==> config.mk <==
export PLATFORM = sky130hd
export DESIGN_NAME = pong_match_ctrl
export DESIGN_NICKNAME = d
export VERILOG_FILES = /design/src/rtl/pong_pkg.sv /design/src/rtl/match_timer.sv /design/src/rtl/pong_match_ctrl.sv
export SDC_FILE = /design/constraint.sdc
export NUM_CORES = 1
export LEC_CHECK = 0
export CAP_MARGIN = 20
export CORE_ASPECT_RATIO = 1.2
export CORE_UTILIZATION = 40
export DETAILED_ROUTE_END_ITERATION = 8
export DONT_BUFFER_PORTS = 1
export PLACE_DENSITY_LB_ADDON = 0.08
export SLEW_MARGIN = 20
export SYNTH_ARGS = -nofsm -noshare
export SYNTH_HDL_FRONTEND = slang
export SYNTH_HIERARCHICAL = 1
export SYNTH_SLANG_ARGS = --single-unit
==> constraint.sdc <==
create_clock -name clk -period 3.4 [get_ports clk]
set_input_delay 0.85 -clock clk [delete_from_list [all_inputs] [get_ports clk]]
set_output_delay 0.85 -clock clk [all_outputs]
set_load 0.1 [all_outputs]
==> src/rtl/pong_pkg.sv <==
// Shared constants for the Pong match controller: FSM state codes, winner codes, BCD digit width.
package pong_pkg;

  localparam int unsigned BCD_W = 4;

  typedef enum logic [2:0] {
    NEW_GAME = 3'd0,
    PLAY     = 3'd1,
    NEW_BALL = 3'd2,
    OVER     = 3'd3,
    OVERTIME = 3'd4
  } state_e;

  typedef enum logic [1:0] {
    W_NONE = 2'b00,
    W_P1   = 2'b01,
    W_P2   = 2'b10,
    W_DRAW = 2'b11
  } winner_e;

endpackage

==> src/rtl/match_timer.sv <==
// BCD mm:ss down-counter; reloads to MATCH_MIN:00 on load, holds at 0:00 instead of wrapping.
module match_timer
  import pong_pkg::*;
#(
  parameter int unsigned MATCH_MIN = 3
) (
  input  logic             clk,
  input  logic             rst,
  input  logic             load,
  input  logic             en,
  output logic [BCD_W-1:0] min,
  output logic [BCD_W-1:0] sec_tens,
  output logic [BCD_W-1:0] sec_ones,
  output logic             zero_c
);

  assign zero_c = (min == '0) && (sec_tens == '0) && (sec_ones == '0);

  always_ff @(posedge clk or negedge rst) begin
    if (!rst) begin
      min      <= BCD_W'(MATCH_MIN);
      sec_tens <= '0;
      sec_ones <= '0;
    end else if (load) begin
      min      <= BCD_W'(MATCH_MIN);
      sec_tens <= '0;
      sec_ones <= '0;
    end else if (en && !zero_c) begin
      // Borrow chain: ones -> tens -> minutes.
      if (sec_ones != '0) begin
        sec_ones <= sec_ones - BCD_W'(1);
      end else begin
        sec_ones <= BCD_W'(9);
        if (sec_tens != '0) begin
          sec_tens <= sec_tens - BCD_W'(1);
        end else begin
          sec_tens <= BCD_W'(5);
          min      <= min - BCD_W'(1);
        end
      end
    end
  end

endmodule

==> src/rtl/pong_match_ctrl.sv <==
// Pong match controller: game FSM, scores, serve delay and mm:ss countdown.
// Define PONG_SUDDEN_DEATH_EN to play a sudden-death OVERTIME after a tied timeout.
module pong_match_ctrl
  import pong_pkg::*;
#(
  parameter int unsigned SCORE_W     = 3,
  parameter int unsigned WIN_SCORE   = 7,
  parameter int unsigned MATCH_MIN   = 3,
  parameter int unsigned NEWBALL_CYC = 100000000
) (
  input  logic               clk,
  input  logic               rst,
  input  logic               start,
  input  logic               tick_1hz,
  input  logic               miss1,
  input  logic               miss2,
  output logic               stop,
  output logic               serve,
  output logic [SCORE_W-1:0] score1,
  output logic [SCORE_W-1:0] score2,
  output logic [BCD_W-1:0]   min,
  output logic [BCD_W-1:0]   sec_tens,
  output logic [BCD_W-1:0]   sec_ones,
  output logic [2:0]         state,
  output logic [1:0]         winner,
  output logic               game_over
);

  localparam int unsigned DLY_W = $clog2(NEWBALL_CYC + 1);

  state_e             st;
  winner_e            win;
  logic               start_q;
  logic               in_ot;
  logic [DLY_W-1:0]   dly;
  logic               start_rise;
  logic               tmr_load;
  logic               tmr_en;
  logic               tmr_zero;
  logic [SCORE_W-1:0] s1_inc;
  logic [SCORE_W-1:0] s2_inc;

  assign state      = st;
  assign winner     = win;
  assign start_rise = start & ~start_q;
  assign s1_inc     = score1 + SCORE_W'(1);
  assign s2_inc     = score2 + SCORE_W'(1);
  assign tmr_en     = (st == PLAY) & tick_1hz;
  assign tmr_load   = (st == NEW_GAME) | ((st == OVER) & start_rise);

  match_timer #(
    .MATCH_MIN(MATCH_MIN)
  ) u_timer (
    .clk     (clk),
    .rst     (rst),
    .load    (tmr_load),
    .en      (tmr_en),
    .min     (min),
    .sec_tens(sec_tens),
    .sec_ones(sec_ones),
    .zero_c  (tmr_zero)
  );

  always_ff @(posedge clk or negedge rst) begin
    if (!rst) begin
      st        <= NEW_GAME;
      win       <= W_NONE;
      score1    <= '0;
      score2    <= '0;
      stop      <= 1'b1;
      serve     <= 1'b0;
      game_over <= 1'b0;
      start_q   <= 1'b0;
      in_ot     <= 1'b0;
      dly       <= '0;
    end else begin
      start_q <= start;
      serve   <= 1'b0;
      case (st)
        NEW_GAME: begin
          score1 <= '0;
          score2 <= '0;
          win    <= W_NONE;
          in_ot  <= 1'b0;
          if (start_rise) begin
            st    <= PLAY;
            stop  <= 1'b0;
            serve <= 1'b1;
          end
        end
        PLAY, OVERTIME: begin
          // Misses take priority over a timeout in the same cycle; a double miss is a let.
          if (miss1 && miss2) begin
            st   <= NEW_BALL;
            stop <= 1'b1;
            dly  <= DLY_W'(NEWBALL_CYC);
          end else if (miss1) begin
            score2 <= s2_inc;
            stop   <= 1'b1;
            if (s2_inc == SCORE_W'(WIN_SCORE) || st == OVERTIME) begin
              st        <= OVER;
              win       <= W_P2;
              game_over <= 1'b1;
            end else begin
              st  <= NEW_BALL;
              dly <= DLY_W'(NEWBALL_CYC);
            end
          end else if (miss2) begin
            score1 <= s1_inc;
            stop   <= 1'b1;
            if (s1_inc == SCORE_W'(WIN_SCORE) || st == OVERTIME) begin
              st        <= OVER;
              win       <= W_P1;
              game_over <= 1'b1;
            end else begin
              st  <= NEW_BALL;
              dly <= DLY_W'(NEWBALL_CYC);
            end
          end else if (st == PLAY && tmr_zero) begin
            if (score1 > score2) begin
              st        <= OVER;
              win       <= W_P1;
              stop      <= 1'b1;
              game_over <= 1'b1;
            end else if (score2 > score1) begin
              st        <= OVER;
              win       <= W_P2;
              stop      <= 1'b1;
              game_over <= 1'b1;
            end else begin
`ifdef PONG_SUDDEN_DEATH_EN
              st    <= OVERTIME;
              in_ot <= 1'b1;
`else
              st        <= OVER;
              win       <= W_DRAW;
              stop      <= 1'b1;
              game_over <= 1'b1;
`endif
            end
          end
        end
        NEW_BALL: begin
          // Relaunch waits for the delay to expire and the start switch to be up.
          if (dly != '0) begin
            dly <= dly - DLY_W'(1);
          end else if (start) begin
            st    <= in_ot ? OVERTIME : PLAY;
            stop  <= 1'b0;
            serve <= 1'b1;
          end
        end
        OVER: begin
          if (start_rise) begin
            st        <= NEW_GAME;
            win       <= W_NONE;
            game_over <= 1'b0;
            score1    <= '0;
            score2    <= '0;
          end
        end
        default: begin
          st   <= NEW_GAME;
          stop <= 1'b1;
        end
      endcase
    end
  end

endmodule
==> results.env <==
PLACE_INST=429
INITIAL_CORE_UTIL_PCT=42.2
FMAX_ACHIEVED_MHz=404
ROUTED_LENGTH_PER_PLACED_INSTANCE_MICRONS=15.9
SETUP_TNS_NS=0
GRT-OVFL-TOTAL=0
SYNTH_AREA_SQ_MM=0.00312
SYNTHESIS.NETS=344
YOSYS_MOST_USED_DFF='sky130_fd_sc_hd__dfrtp_1'
VIA_PER_INST=5.78
MAX_CAP_VIOLATIONS=0
CLK_NETWORK_PWR_SHARE_PCT=14.0
PLACE_CONGESTION=0.759
CLOCK-SINKS=53
STATUS='completed'
CTS_MADE_BUFFERS=5
CLOCK_INSERTION_DELAY_WORST_SKEW_NS=0.31
YOSYSWARNINGCOUNT=6
CRITPATHCAPTURETYPE='flip-flop'
DIEWIDTH_MICRONS=82.7
SYNTH_CELL_TYPE_COUNT=62
BOUNDARY_PIN_COUNT=32
TOTAL_HALF_PERIMETER_WIRELENGTH_AFTER_LEGALIZATION_AND_DETAILED_PLACEMENT_MM=4.92
PORT_BUFFERS=0
FINALINSTANCEAREA_SQ_MM=0.00344
SYN_TO_FINAL_GROWTH_PCT=10.1
TIMING_HOLD_VIOLATIONS_FINAL=0
AREA_AFTER_DPL_SQ_MM=0.00336
DIE-AREA_SQ_MM=0.00817
POWER_FRAC_SEQ_PCT=43.5
ROUTED_WL_MM=6.93
DIE_H_MICRONS=98.8
CRIT_PATH_MAX_INCR_DELAY_NS=0.73
CLOCK_TREE.BUFFER_DEPTH=2
ANTENNA_FOUND_INITIAL=0
REG2REG_SETUP_SLACK_NS=0.93
STATIC-LEAKAGE-POWER_nW=1.43
CP_TOP_FAMILY='simple AND/OR/NAND/NOR gates'
FIRSTDRTPASSITERS=4
NUMBER_OF_ENABLE_FLIP_FLOP_CELLS_AFTER_SYNTHESIS=0
ROWS=34
DIODES=0
DETAIL_ROUTE.DRC_VIOLATIONS=0
GRT_FIRST_PASS_WIRELENGTH_MM=11.8
FINALSETUPVIOLCOUNT=0
NUMBER_OF_INSERTED_FILLER_CELLS_IN_THE_FINAL_LAYOUT=736
SYNTH-ASYNC-RESET-RATIO_PCT=100
GR_USAGE_TOTAL_PCT=18.5
SLEW_VIOL_FINAL=0
GRT_SETUP_UNREPAIRED='false'
CRITPATHMAXFANOUT=8
HOLD_PATH.CLASS='input pin to asynchronous set/reset pin'
SETUP.WORST_PATH.START_CLASS='flip-flop'
CTSHOLDBUFFERS=0
CTS_HTREE_LEVELS=2
CTS_SETUP_BUFFERS=0
TRITONCTS='done'
CTS.REPAIR.RESIZED=0
CRIT_REQUIRED_NS=3.58
LAYOUTNONFILLERINSTCOUNT=437
COMBPWRFRAC_PCT=42.5
FINAL_LAYOUT_SIZE_SUFFIX_GT1_SHARE_PCT=15.6
WORSTMARGINPINSLEW_NS=0.921
LAYOUT_MIN_CYCLE_TIME_NS=2.47
TIMING.CRITICAL_PATH.SLOWEST_STAGE_CELL='sky130_fd_sc_hd__or4b_2'
DRTANTENNAVIOLNETS=0
REGTOREGSTARTPOINT='state[0]'
WORST_SETUP_PATH_STARTPOINT='state[0]'
MAXSLEWHEADROOM_PCT=38.6
CRITICALPATHCATEGORY='flip-flop to flip-flop'
SYNTH.FF_LATCH_COUNT=53
YOSYSSEQAREASHARE_PCT=42.6
P_SWITCHING_mW=1.25
CRITICAL_PATH.N_BUFFERS_INVERTERS=0
DETAILROUTE.VIA_COUNT=2526
VDD.IR_DROP.WORST_mV=0.418
PATH_CELLS='or4b_2, nor4_1, nand3b_1, o21ai_0, or3b_2'
WORST_EP_ARRIVAL_TIME_NS=2.66
FIRST_GLOBAL_VIAS=2447
TIMING.FINAL.CRIT_SHARE_PCT=72.7
SYN_AVG_CELL_AREA_SQ_UM=9.58
CLOCK-SKEW-FINAL_NS=0.0147
FLOORPLAN.CORE_AREA_SQ_MM=0.00740
SWITCHING_SHARE_PCT=49.8
TOTAL_POWER_mW=2.52
GRT_START_MAX_NET_PINS=54
LAYOUT.NETS=364
CTS.REPORTEDPATHS.CLKPINSLEW_NS=0.10
DRT_ITER0_MARKERS=158
INTPOWER_mW=1.26
SYNTHCELLS=326
PWR_DENS_mW_PER_MM2=732
CTS.ROOT.BUFFER_CELL='sky130_fd_sc_hd__clkbuf_8'
==> worst reg2reg max path, delay by kind of cell, from the launching register on <==
family	cells	cell delay, ns
flip-flops	1	0.47
AO/OA/AOI/OAI	1	0.20
AND/OR/NAND/NOR	4	1.68
==> through the flow <==
step | hold WS, ns | setup slack (ns) | util, %
3_5_place_dp | 0.507 | 0.947 | 45.3
5_1_grt | 0.197 | 0.783 | 46.5
3_3_place_gp | 0.498 | 0.981 | 45.3
4_1_cts | 0.214 | 0.941 | 46.5
2_1_floorplan | 0.463 | 0.420 | -
6_report | 0.223 | 0.928 | 46.5
==> registers in the layout, indices dropped and copies added (netlist names) <==
name              count
start_q               1
u_timer/min           4
stop                  1
serve                 1
score1                3
winner                2
score2                3
dly                  27
game_over             1
state                 2
u_timer/sec_ones      4
u_timer/sec_tens      4
==> power by group through the flow <==
stage	Sequential (mW)	Clock [mW]	Combinational, mW
6_report	1.10	0.352	1.07
5_1_grt	1.12	0.392	1.17
4_1_cts	1.10	0.370	1.07
3_5_place_dp	1.11	0	1.07
3_3_place_gp	1.10	0	1.06
2_1_floorplan	1.38	0	0.574
==> area by class of cell <==
cell class | instances | area (sq um) | share of cell area (%)
clock buffers | 6 | 72.6 | 2.11
clock inverters | 2 | 10.0 | 0.291
inverters | 19 | 71.3 | 2.07
multi-input cells | 242 | 1650 | 48.1
flip-flops and latches | 53 | 1330 | 38.7
well taps | 90 | 113 | 3.28
repair buffers | 25 | 188 | 5.46
==> worst paths after layout <==
kind                                   to  depth (start not counted)
max                               dly[23]                          5
min                                dly[8]                          0
max reg2reg                       dly[23]                          5
min reg2reg                        dly[5]                          1
max in group asynchronous  u_timer/min[1]                          0
min in group clk                   dly[5]                          1
==> logic make-up (layout without fill, tap and decap cells) <==
kind of cell	count (synthesis)	count (layout)	synth area share [%]
xor gates and xnor gates	11	11	3.09
other	1	1	0.120
adders and majority gates	12	12	4.81
DFF	53	53	42.6
and+or+nand+nor	123	123	23.0
AOI/OAI and AO/OA	91	91	20.6
buffers and inverters	31	52	4.45
muxes	4	4	1.32
==> Yosys cell counts (2+ instances only) <==
cell	n	area, sq um
sky130_fd_sc_hd__dfrtp_1	50	1250
sky130_fd_sc_hd__nand2_1	23	86.3
sky130_fd_sc_hd__nor2_1	22	82.6
sky130_fd_sc_hd__a21oi_1	21	105
sky130_fd_sc_hd__inv_1	19	71.3
sky130_fd_sc_hd__o21ai_0	18	90.1
sky130_fd_sc_hd__ha_1	12	150
sky130_fd_sc_hd__nor4_1	12	75.1
sky130_fd_sc_hd__nor3_1	9	45.0
sky130_fd_sc_hd__o211ai_1	9	67.6
sky130_fd_sc_hd__clkbuf_1	8	30.0
sky130_fd_sc_hd__xor2_1	8	70.1
sky130_fd_sc_hd__nor2b_1	7	43.8
sky130_fd_sc_hd__o31ai_1	7	52.6
sky130_fd_sc_hd__nand2b_1	5	31.3
sky130_fd_sc_hd__nand3_1	5	25.0
sky130_fd_sc_hd__o311ai_0	5	43.8
sky130_fd_sc_hd__nand4_1	4	25.0
sky130_fd_sc_hd__o211a_1	4	40.0
sky130_fd_sc_hd__o41ai_1	4	35.0
sky130_fd_sc_hd__a211oi_1	3	22.5
sky130_fd_sc_hd__a31oi_1	3	18.8
sky130_fd_sc_hd__and3_1	3	18.8
sky130_fd_sc_hd__dfstp_2	3	78.8
sky130_fd_sc_hd__mux2i_1	3	30.0
sky130_fd_sc_hd__nand3b_1	3	22.5
sky130_fd_sc_hd__o21ai_1	3	15.0
sky130_fd_sc_hd__or2_2	3	18.8
sky130_fd_sc_hd__or3_1	3	18.8
sky130_fd_sc_hd__or3b_2	3	26.3
sky130_fd_sc_hd__or4_1	3	22.5
sky130_fd_sc_hd__xnor2_1	3	26.3
sky130_fd_sc_hd__a211o_1	2	17.5
sky130_fd_sc_hd__a31o_2	2	17.5
sky130_fd_sc_hd__and2_1	2	12.5
sky130_fd_sc_hd__and4_1	2	17.5
sky130_fd_sc_hd__nor3b_1	2	15.0
sky130_fd_sc_hd__o2bb2ai_1	2	17.5
sky130_fd_sc_hd__o32ai_1	2	17.5
sky130_fd_sc_hd__or4_4	2	22.5
==> placed cells by master, fill, tap and decap left out, drive strengths merged, types with 6 or more instances in the layout <==
| cell | instances |
|---|---|
| nor3 | 10 |
| nor4 | 13 |
| nand2 | 23 |
| o31ai | 7 |
| nor2b | 7 |
| a21oi | 21 |
| dfrtp | 50 |
| nor2 | 22 |
| o21ai | 21 |
| inv | 19 |
| o211ai | 9 |
| buf | 25 |
| clkbuf | 6 |
| xor2 | 8 |
| ha | 12 |
==> layer usage <==
| layer | vias up | wire length [microns] | global-route usage, % |
|---|---|---|---|
| met5 | - | 0 | 0 |
| met2 | 31 | 3310 | 30.1 |
| met3 | 8 | 198 | 3.61 |
| met1 | 1231 | 3330 | 24.6 |
| met4 | 0 | 95 | 5.17 |
| li1 | 1256 | - | - |
No activity file was read; power rests on OpenSTA's default activity.
